`src/rtl/sine_pkg.sv`:
```
// Shared types and constants for the sine DDS, including the constant function
// that builds the quarter-wave magnitude table at elaboration time.
package sine_pkg;

  typedef enum logic [1:0] {IDLE, RUN, DRAIN} state_e;

  localparam int DATA_W    = 12;
  localparam int MAG_W     = DATA_W - 1;
  localparam int QLUT_AW   = 8;
  localparam int LUT_DEPTH = 256;
  localparam logic [DATA_W-1:0] MIDSCALE = 12'h800;

  // pi scaled by 2^60; the table is computed in 128-bit fixed point so rounding matches real sin()
  localparam logic [127:0] PI_Q60 = 128'h3243F6A8885A308D;

  function automatic logic [LUT_DEPTH*MAG_W-1:0] gen_qlut();
    logic [LUT_DEPTH*MAG_W-1:0] tbl;
    logic [127:0] x, x2, term, acc, scaled;
    tbl = '0;
    for (int a = 0; a < LUT_DEPTH; a++) begin
      x    = (PI_Q60 * 128'(2 * a + 1)) >> 10;
      x2   = (x * x) >> 60;
      term = x;
      acc  = x;
      for (int k = 1; k <= 12; k++) begin
        term = ((term * x2) >> 60) / 128'(2 * k * (2 * k + 1));
        if (k % 2 == 1) acc = acc - term;
        else            acc = acc + term;
      end
      scaled = (acc * 128'(2047) + (128'(1) << 59)) >> 60;
      tbl[a*MAG_W +: MAG_W] = MAG_W'(scaled);
    end
    return tbl;
  endfunction

endpackage

```
`src/rtl/sine_dds_if.sv`:
```
// Control and sample bundle for sine_dds; carries amp when SINE_AMP_EN is defined.
interface sine_dds_if #(
  parameter int PHASE_W = 24,
  parameter int DIV_W   = 16,
  parameter int DATA_W  = 12
);
  logic               start;
  logic               stop;
  logic [PHASE_W-1:0] fcw;
  logic [DIV_W-1:0]   div;
  logic [DATA_W-1:0]  data_out;
  logic               data_valid;
  logic               busy;
`ifdef SINE_AMP_EN
  logic [DATA_W-1:0]  amp;

  modport master (output start, stop, fcw, div, amp, input  data_out, data_valid, busy);
  modport slave  (input  start, stop, fcw, div, amp, output data_out, data_valid, busy);
`else
  modport master (output start, stop, fcw, div, input  data_out, data_valid, busy);
  modport slave  (input  start, stop, fcw, div, output data_out, data_valid, busy);
`endif
endinterface

```
`src/rtl/sine_qlut.sv`:
```
// Quarter-wave sine magnitude ROM (256 x 11) with a registered read port.
module sine_qlut
  import sine_pkg::*;
(
  input  logic               clk,
  input  logic [QLUT_AW-1:0] addr,
  output logic [MAG_W-1:0]   mag
);
  localparam logic [LUT_DEPTH*MAG_W-1:0] QLUT = gen_qlut();

  logic [MAG_W-1:0] mag_d;
  logic [MAG_W-1:0] mag_q;

  always_comb mag_d = QLUT[int'(addr)*MAG_W +: MAG_W];

  always_ff @(posedge clk) mag_q <= mag_d;

  assign mag = mag_q;
endmodule

```
`src/rtl/sine_dds.sv`:
```
// Sine DDS: phase accumulator and sample divider feeding a quarter-wave pipeline.
// Optional SINE_AMP_EN adds a latched amplitude port and one scaling stage.
module sine_dds #(
  parameter int PHASE_W = 24,
  parameter int LUT_AW  = 8,
  parameter int DATA_W  = sine_pkg::DATA_W,
  parameter int DIV_W   = 16
) (
  input logic       clk,
  input logic       rst,
  sine_dds_if.slave bus
);
  import sine_pkg::*;

  state_e             state_q, state_d;
  logic [PHASE_W-1:0] phase_q, phase_d;
  logic [PHASE_W-1:0] fcw_q, fcw_d;
  logic [DIV_W-1:0]   count_q, count_d;
  logic [DIV_W-1:0]   div_q, div_d;
  logic               tick;

  logic [1:0]         quad;
  logic [LUT_AW-1:0]  idx;
  logic               s1_valid_q, s1_valid_d;
  logic               s1_neg_q, s1_neg_d;
  logic [LUT_AW-1:0]  s1_addr_q, s1_addr_d;
  logic               s2_valid_q, s2_valid_d;
  logic               s2_neg_q, s2_neg_d;
  logic [MAG_W-1:0]   s2_mag;
  logic               fin_valid, fin_neg;
  logic [MAG_W-1:0]   fin_mag;
  logic [DATA_W-1:0]  data_out_q, data_out_d;
  logic               data_valid_q, data_valid_d;
  logic               pipe_busy;
`ifdef SINE_AMP_EN
  logic [DATA_W-1:0]  amp_q, amp_d;
  logic               s3a_valid_q, s3a_valid_d;
  logic               s3a_neg_q, s3a_neg_d;
  logic [MAG_W-1:0]   s3a_mag_q, s3a_mag_d;

  assign pipe_busy = s1_valid_q | s2_valid_q | s3a_valid_q | data_valid_q;
`else
  assign pipe_busy = s1_valid_q | s2_valid_q | data_valid_q;
`endif

  // Divider count of zero means "tick now"; stop suppresses the tick in its own cycle.
  always_comb begin
    state_d = state_q;
    phase_d = phase_q;
    fcw_d   = fcw_q;
    count_d = count_q;
    div_d   = div_q;
    tick    = 1'b0;
`ifdef SINE_AMP_EN
    amp_d   = amp_q;
`endif
    case (state_q)
      IDLE: begin
        if (bus.start && !bus.stop) begin
          state_d = RUN;
          fcw_d   = bus.fcw;
          div_d   = bus.div;
          phase_d = '0;
          count_d = '0;
`ifdef SINE_AMP_EN
          amp_d   = bus.amp;
`endif
        end
      end
      RUN: begin
        if (bus.stop) begin
          state_d = DRAIN;
        end else begin
          tick = (count_q == '0);
          if (tick) begin
            count_d = div_q;
            phase_d = phase_q + fcw_q;
          end else begin
            count_d = count_q - DIV_W'(1);
          end
        end
      end
      DRAIN: begin
        if (!pipe_busy) state_d = IDLE;
      end
      default: state_d = IDLE;
    endcase
  end

  assign quad = phase_q[PHASE_W-1 -: 2];
  assign idx  = phase_q[PHASE_W-3 -: LUT_AW];

  // Odd quadrants read the table mirrored; the upper half-cycle is subtracted from midscale.
  always_comb begin
    s1_valid_d = tick;
    s1_neg_d   = quad[1];
    s1_addr_d  = quad[0] ? ~idx : idx;
    s2_valid_d = s1_valid_q;
    s2_neg_d   = s1_neg_q;
`ifdef SINE_AMP_EN
    s3a_valid_d = s2_valid_q;
    s3a_neg_d   = s2_neg_q;
    s3a_mag_d   = MAG_W'((24'(s2_mag) * 24'(amp_q)) >> 12);
    fin_valid   = s3a_valid_q;
    fin_neg     = s3a_neg_q;
    fin_mag     = s3a_mag_q;
`else
    fin_valid   = s2_valid_q;
    fin_neg     = s2_neg_q;
    fin_mag     = s2_mag;
`endif
    data_valid_d = fin_valid;
    data_out_d   = data_out_q;
    if (fin_valid) begin
      data_out_d = fin_neg ? (MIDSCALE - DATA_W'(fin_mag)) : (MIDSCALE + DATA_W'(fin_mag));
    end
  end

  sine_qlut u_qlut (
    .clk  (clk),
    .addr (s1_addr_q),
    .mag  (s2_mag)
  );

  always_ff @(posedge clk) begin
    if (rst) begin
      state_q      <= IDLE;
      phase_q      <= '0;
      fcw_q        <= '0;
      count_q      <= '0;
      div_q        <= '0;
      s1_valid_q   <= 1'b0;
      s1_neg_q     <= 1'b0;
      s1_addr_q    <= '0;
      s2_valid_q   <= 1'b0;
      s2_neg_q     <= 1'b0;
      data_out_q   <= MIDSCALE;
      data_valid_q <= 1'b0;
`ifdef SINE_AMP_EN
      amp_q        <= '0;
      s3a_valid_q  <= 1'b0;
      s3a_neg_q    <= 1'b0;
      s3a_mag_q    <= '0;
`endif
    end else begin
      state_q      <= state_d;
      phase_q      <= phase_d;
      fcw_q        <= fcw_d;
      count_q      <= count_d;
      div_q        <= div_d;
      s1_valid_q   <= s1_valid_d;
      s1_neg_q     <= s1_neg_d;
      s1_addr_q    <= s1_addr_d;
      s2_valid_q   <= s2_valid_d;
      s2_neg_q     <= s2_neg_d;
      data_out_q   <= data_out_d;
      data_valid_q <= data_valid_d;
`ifdef SINE_AMP_EN
      amp_q        <= amp_d;
      s3a_valid_q  <= s3a_valid_d;
      s3a_neg_q    <= s3a_neg_d;
      s3a_mag_q    <= s3a_mag_d;
`endif
    end
  end

  assign bus.data_out   = data_out_q;
  assign bus.data_valid = data_valid_q;
  assign bus.busy       = (state_q != IDLE);
endmodule
```
`src/flat_wrapper.sv`:
```
// flat-port wrapper written by rule: the top's interface ports become plain ports
module sine_dds_flat import sine_pkg::*;
#(
  parameter int PHASE_W = 24,
  parameter int LUT_AW  = 8,
  parameter int DATA_W  = sine_pkg::DATA_W,
  parameter int DIV_W   = 16
)
  (clk, rst, bus_start, bus_stop, bus_fcw, bus_div, bus_data_out, bus_data_valid, bus_busy);
  sine_dds_if #(.PHASE_W(PHASE_W), .DIV_W(DIV_W), .DATA_W(DATA_W)) bus_i ();
  input logic clk;
  input logic rst;
  input wire logic [$bits(bus_i.start)-1:0] bus_start;
  input wire logic [$bits(bus_i.stop)-1:0] bus_stop;
  input wire logic [$bits(bus_i.fcw)-1:0] bus_fcw;
  input wire logic [$bits(bus_i.div)-1:0] bus_div;
  output wire logic [$bits(bus_i.data_out)-1:0] bus_data_out;
  output wire logic [$bits(bus_i.data_valid)-1:0] bus_data_valid;
  output wire logic [$bits(bus_i.busy)-1:0] bus_busy;
  assign bus_i.start = bus_start;
  assign bus_i.stop = bus_stop;
  assign bus_i.fcw = bus_fcw;
  assign bus_i.div = bus_div;
  assign bus_data_out = bus_i.data_out;
  assign bus_data_valid = bus_i.data_valid;
  assign bus_busy = bus_i.busy;
  sine_dds #(.PHASE_W(PHASE_W), .LUT_AW(LUT_AW), .DATA_W(DATA_W), .DIV_W(DIV_W)) u_core (.clk(clk), .rst(rst), .bus(bus_i));
endmodule
```
`config.mk`:
```
export PLATFORM = sky130hd
export DESIGN_NAME = sine_dds_flat
export DESIGN_NICKNAME = d
export VERILOG_FILES = /design/src/rtl/sine_pkg.sv /design/src/rtl/sine_dds_if.sv /design/src/rtl/sine_qlut.sv /design/src/rtl/sine_dds.sv /design/src/flat_wrapper.sv
export SDC_FILE = /design/constraint.sdc
export NUM_CORES = 1
export LEC_CHECK = 0
export BUFFER_PORTS_ARGS = -buffer_cell sky130_fd_sc_hd__buf_2
export CAP_MARGIN = 20
export CORE_AREA = 2 2 158 160
export DETAILED_ROUTE_END_ITERATION = 16
export DIE_AREA = 0 0 160 162
export PLACE_DENSITY = 0.62
export SYNTH_ARGS = -nofsm -noshare
export SYNTH_HDL_FRONTEND = slang
export SYNTH_SLANG_ARGS = --single-unit
```
`constraint.sdc`:
```
create_clock -name clk -period 4.05 [get_ports clk]
set_clock_uncertainty 0.1 [all_clocks]
set_input_delay 0 -clock clk [delete_from_list [all_inputs] [get_ports clk]]
set_output_delay 0 -clock clk [all_outputs]
set_load 0.005 [all_outputs]
```
Yosys cells after proc, flatten, opt, wreduce, memory -nomap -nowiden --
Index checks and enable logic that the tools add are counted.
Cells by class: equal/unequal tests 7, reduce and logical (&&, ||, !) cells 11, shift operators 1, muxes and demuxes 14, multiply operators 1, bitwise operators 4, add/subtract/negate cells 4
Operator list (number):
- $shiftx 2816x32->11 const A | 1
- $mux 24 | 3
- $mux 16 | 3
- $pmux 24 s2 | 1
- $pmux 16 s2 | 1
- $add 24x24->24 | 1
- $logic_not 16->1 | 1
- $sub 16x1->16 const B | 1
- $add 12x11->12 const A | 1
- $mul 8x4->12 const B | 1
- $mux 12 | 1
- $sub 12x11->12 const A | 1
- $mux 8 | 1
- $not 8->8 | 1
- $mux 2 | 3
- $ne 2x2->1 const B | 3
- $pmux 2 s3 | 1
- $reduce_and 3->1 | 2
- $ne 2x1->1 const B | 2
- $reduce_and 4->1 | 1
- $reduce_bool 2->1 | 2
- $reduce_or 3->1 | 1
- $eq 2x1->1 const B | 1
- $eq 2x2->1 const B | 1
- 6 further kinds | 7
Word-level totals: flip-flop bits (word level) 118, word-level logic and storage cells 55, output and inout port bits 14, bits of input ports 44

Depth between registers and ports, before layout --
depth after elaboration 4, mapped depth 12, depth with buffers taken out 9

Modules after synthesis --
From an unflattened synthesis, not the netlist that was laid out.
Second synthesis, totals: cells, all modules 1188, area, all modules 8613.3 um^2
Modules (own cells, without submodules):
- sine_dds | seq. area each 2142.1 um^2, area an instance 5476.5 um^2, cells each 685, times used 1
- sine_qlut | seq. area each 220.2 um^2, area an instance 3136.8 um^2, cells each 503, times used 1

Worst setup path after synthesis --
No wires, ideal clock.
path kind register to register, start register u_core.s1_addr_q[1], end register u_core.u_qlut.mag_q[3] (netlist: u_core.u_qlut.mag[3]), library setup time 135 ps, stages on the path, launching flop included 12, path slack 1201 ps, buffers on the path 2, clock period less this slack 2849 ps, arrival time 2613 ps, data required time 3815 ps, cell sequence dfxtp_1 clkbuf_1 inv_1 ha_1 clkbuf_1 nor2_1 a21oi_1 a211oi_1 a41oi_1 o221a_2 a2111oi_0 a31oi_1
On the way: cells in the longest elaborated chain, start to end 2
RTL lines:
- start: declaration | line sine_dds.sv:26 | logic [LUT_AW-1:0] s1_addr_q, s1_addr_d;
- start signal: assignment | line sine_dds.sv:153 | s1_addr_q <= s1_addr_d;
- $mul 8x4->12 | line sine_qlut.sv:14 | always_comb mag_d = QLUT[int'(addr)*MAG_W +: MAG_W];
- $shiftx 2816x32->11 | line sine_qlut.sv:14
- net u_core.u_qlut.mag_d[3] | line sine_qlut.sv:11 | logic [MAG_W-1:0] mag_d;
- end signal: assignment | line sine_qlut.sv:16 | always_ff @(posedge clk) mag_q <= mag_d;
- end: declaration | line sine_qlut.sv:12 | logic [MAG_W-1:0] mag_q;
The timed path passes the listed nets, and every way through them passes these cells. A chain may end at the register's enable or synchronous reset.

Worst setup path after layout --
start register u_core.s1_addr_q[0], end register u_core.u_qlut.mag_q[3] (netlist: u_core.u_qlut.mag[3])
The elaborated chain is that of the path after synthesis.

==> impl_metrics.ini <==
[floorplan]
std_cell_rows = 57
dieArea_um2 = 25900
boundaryPins = 58
core-area_um2 = 24100
initial_core_util_pct = 35.7
die_h_um = 162
die_x_um = 160

[clock_tree]
cts_buffers = 17
htree_levels = 4
worstSkewPairLatency_ps = 430
clockBufferDepth = 2
cts.sinks = 118
clock-root-buffer = clkbuf_16
post_cts_buffers = 0
cts_tree = built
path_clk_slew_ps = 70

[power_and_ir_drop]
ir_drop_v = 0.000218
p_leak_uw = 0.00382
powerDensity_nw_per_um2 = 301

[sta]
tightest_slew_ps = 1150
fmax_mhz = 296
period_share_pct = 83.5
fin_crit_ps = 3380
final-hold-violation-count = 0
relSlewSlack_pct = 23.3
fin_setup_tns_ps = 0
setup_viol = 0
drv_slew = 0
rsz0062_at_grt = no

[yosys]
yosysSeqAreaShare_pct = 27.5
synth_cell_types = 73
synth.area.mux_share_pct = 2.87
synth_top_family_by_area = compound AO/OA/AOI/OAI gates
synthXorXnorAreaFrac_pct = 4.07
synthCells = 1200
yosys_register_bits = 118
ys_async_sr_fraction_pct = 0
synthSimpleGateAreaFrac_pct = 22.6
syn_area_um2 = 8600
synth_compound_area_share_pct = 31.4
synthAdderAreaFrac_pct = 6.05
synth_fp_nets = 1285
ys_dominant_reg_cell = dfxtp_1
synth_edf_count = 0
yosys_warnings = 0
avgSynthCellArea_um2 = 7.17

[worst_setup_path]
cp.required_ps = 4250
critPathKind = reg2reg
crit_slowest_cell = dfxtp_1
cp-start-kind = flop
cp-end-kind = flop
path_max_fanout = 17
crit_path_max_incr_delay_ps = 740
cp_cell_sequence = inv_1 -> ha_1 -> nor2_1 -> a21oi_1 -> a211oi_1 -> a41oi_1 -> o221a_2 -> a2111oi_0 -> a31oi_1
arrival_ps = 3590

[final_layout]
drive_gt1_share_pct = 10.9
final_cell_mix = nand2_1, a21oi_1, o21ai_0
area_growth_pct = 16.3
final_cell_area_um2 = 10000
fin_nets = 1326
mostFrequentLayoutCell = nand2_1
n_antenna_cell = 0

[detailed_routing]
wire_per_inst_um = 16.9
viasPerCell = 5.73
drtIter0Drc = 1156
vias = 9040
drt_wl_total_um = 26600
drt_first_pass_iters = 5
ant_nets = 0
drc = 0

[placement]
place.gp.congestion = 0.935
port-buffer-count = 57
dpl_cell_area_um2 = 9070
dp_hpwl_um = 18000

[hold_path]
hp-class = in2reg

[grt]
grt_overflow = 0
antenna_found_initial = 0
grt_pass1_wl_um = 43200
grt_pass1_vias = 8309
grt.total_usage_pct = 20.2
grt_max_degree = 111

[run_status]
status = finished, final reports clean

[job]
cap_violations = 0
==> routing by layer <==
layer / global-route usage [%] / vias up / share of wire [%]
li1: - / 4423 / -
met1: 26.2 / 4174 / 44
met2: 33.1 / 394 / 46
met3: 3.91 / 49 / 7.1
met4: 7.99 / 0 / 2.5
met5: 0 / - / 0
==> sequential cells by signal (all words and copies together), names as in the netlist, 2 cells and up <==
| signal | cells |
|---|---|
| u_core.u_qlut.mag | 11 |
| u_core.phase_q | 24 |
| u_core.count_q | 16 |
| u_core.s1_addr_q | 8 |
| u_core.state_q | 2 |
| u_core.bus.data_out | 12 |
| u_core.fcw_q | 24 |
| u_core.div_q | 16 |
==> synthesized netlist by cell type (8+ instances only) <==
cell type	instances	share of area, %
nor2b_1	20	1.5
nor2_1	94	4.1
a211oi_1	24	2.1
dfxtp_1	118	27
inv_1	24	1.0
o21ai_0	116	6.7
a221oi_1	8	0.81
nand2_1	204	8.9
nor3_1	20	1.2
a21oi_1	145	8.4
xor2_1	21	2.1
mux2i_1	10	1.2
clkbuf_1	63	2.7
o211ai_1	21	1.8
a31oi_1	9	0.65
nand2b_1	10	0.73
buf_2	23	1.3
nand3_1	29	1.7
a21o_1	14	1.2
o31ai_1	12	1.0
o221ai_1	12	1.2
or3_1	8	0.58
ha_1	40	5.8
xnor2_1	19	1.9
==> per-stage QoR <==
step           utilization [%]  worst slack [ps]  power [uW]  hold WS, ps  std cells
6_report                  41.5               668        3010         75.3       1577
5_1_grt                   41.5               508        3150         87.9       1577
4_1_cts                   41.5               783        3040         58.8       1577
3_5_place_dp              37.6               795        1630          145       1505
3_3_place_gp              37.6               884        1620          143       1505
2_1_floorplan                -              1200        1520         36.0       1200
==> final cells by class <==
cell class                      instances  area (um^2)
Clock buffer                           17          425
Clock inverter                         14          103
Fill cell                            2525        14100
Inverter                               27          101
Multi-Input combinational cell        962         5770
Sequential cell                       118         2370
Tap cell                              324          405
Timing Repair Buffer                  115          836
==> where the power goes <==
| part | switching, uW | total, uW | internal, uW |
|---|---|---|---|
| clock network | 598 | 1380 | 782 |
| registers | 29.3 | 1220 | 1190 |
| logic | 248 | 410 | 162 |
| total | 875 | 3010 | 2140 |
==> critical path: cells and delay by family, from the launching register on <==
| family | cells | cell delay, ps |
|---|---|---|
| fa+ha+maj | 1 | 600 |
| simple gates | 1 | 380 |
| buf+inv | 1 | 260 |
| compound gates | 6 | 1180 |
| flops | 1 | 740 |
==> cells by family (layout without fill, tap and decap cells) <==
family,after synthesis,after routing
AOI/OAI and AO/OA,434,434
xor gates and xnor gates,40,40
adders and majority gates,41,41
buffers and inverters,120,173
DFF,118,118
muxes,18,18
and+or+nand+nor,429,429
==> path summary, 6_finish.rpt <==
kind / startpoint / end / slack, ps / cells after the start
setup / recovery: u_core.s1_addr_q[0] / u_core.u_qlut.mag[3] / 670 / 9
setup reg to reg: u_core.s1_addr_q[0] / u_core.u_qlut.mag[3] / 670 / 9
hold / removal: rst / u_core.count_q[2] / 80 / 2
hold reg to reg: u_core.div_q[3] / u_core.div_q[3] / 350 / 2
==> what timing repair did <==
| action | in CTS | in global routing |
|---|---|---|
| hold buffers | 41 | 0 |
| endpoints found under the setup margin | 0 | 0 |
| resized for setup | 0 | 0 |
| hold endpoints to repair | 41 | 0 |
(Power assumes the default switching activity.)
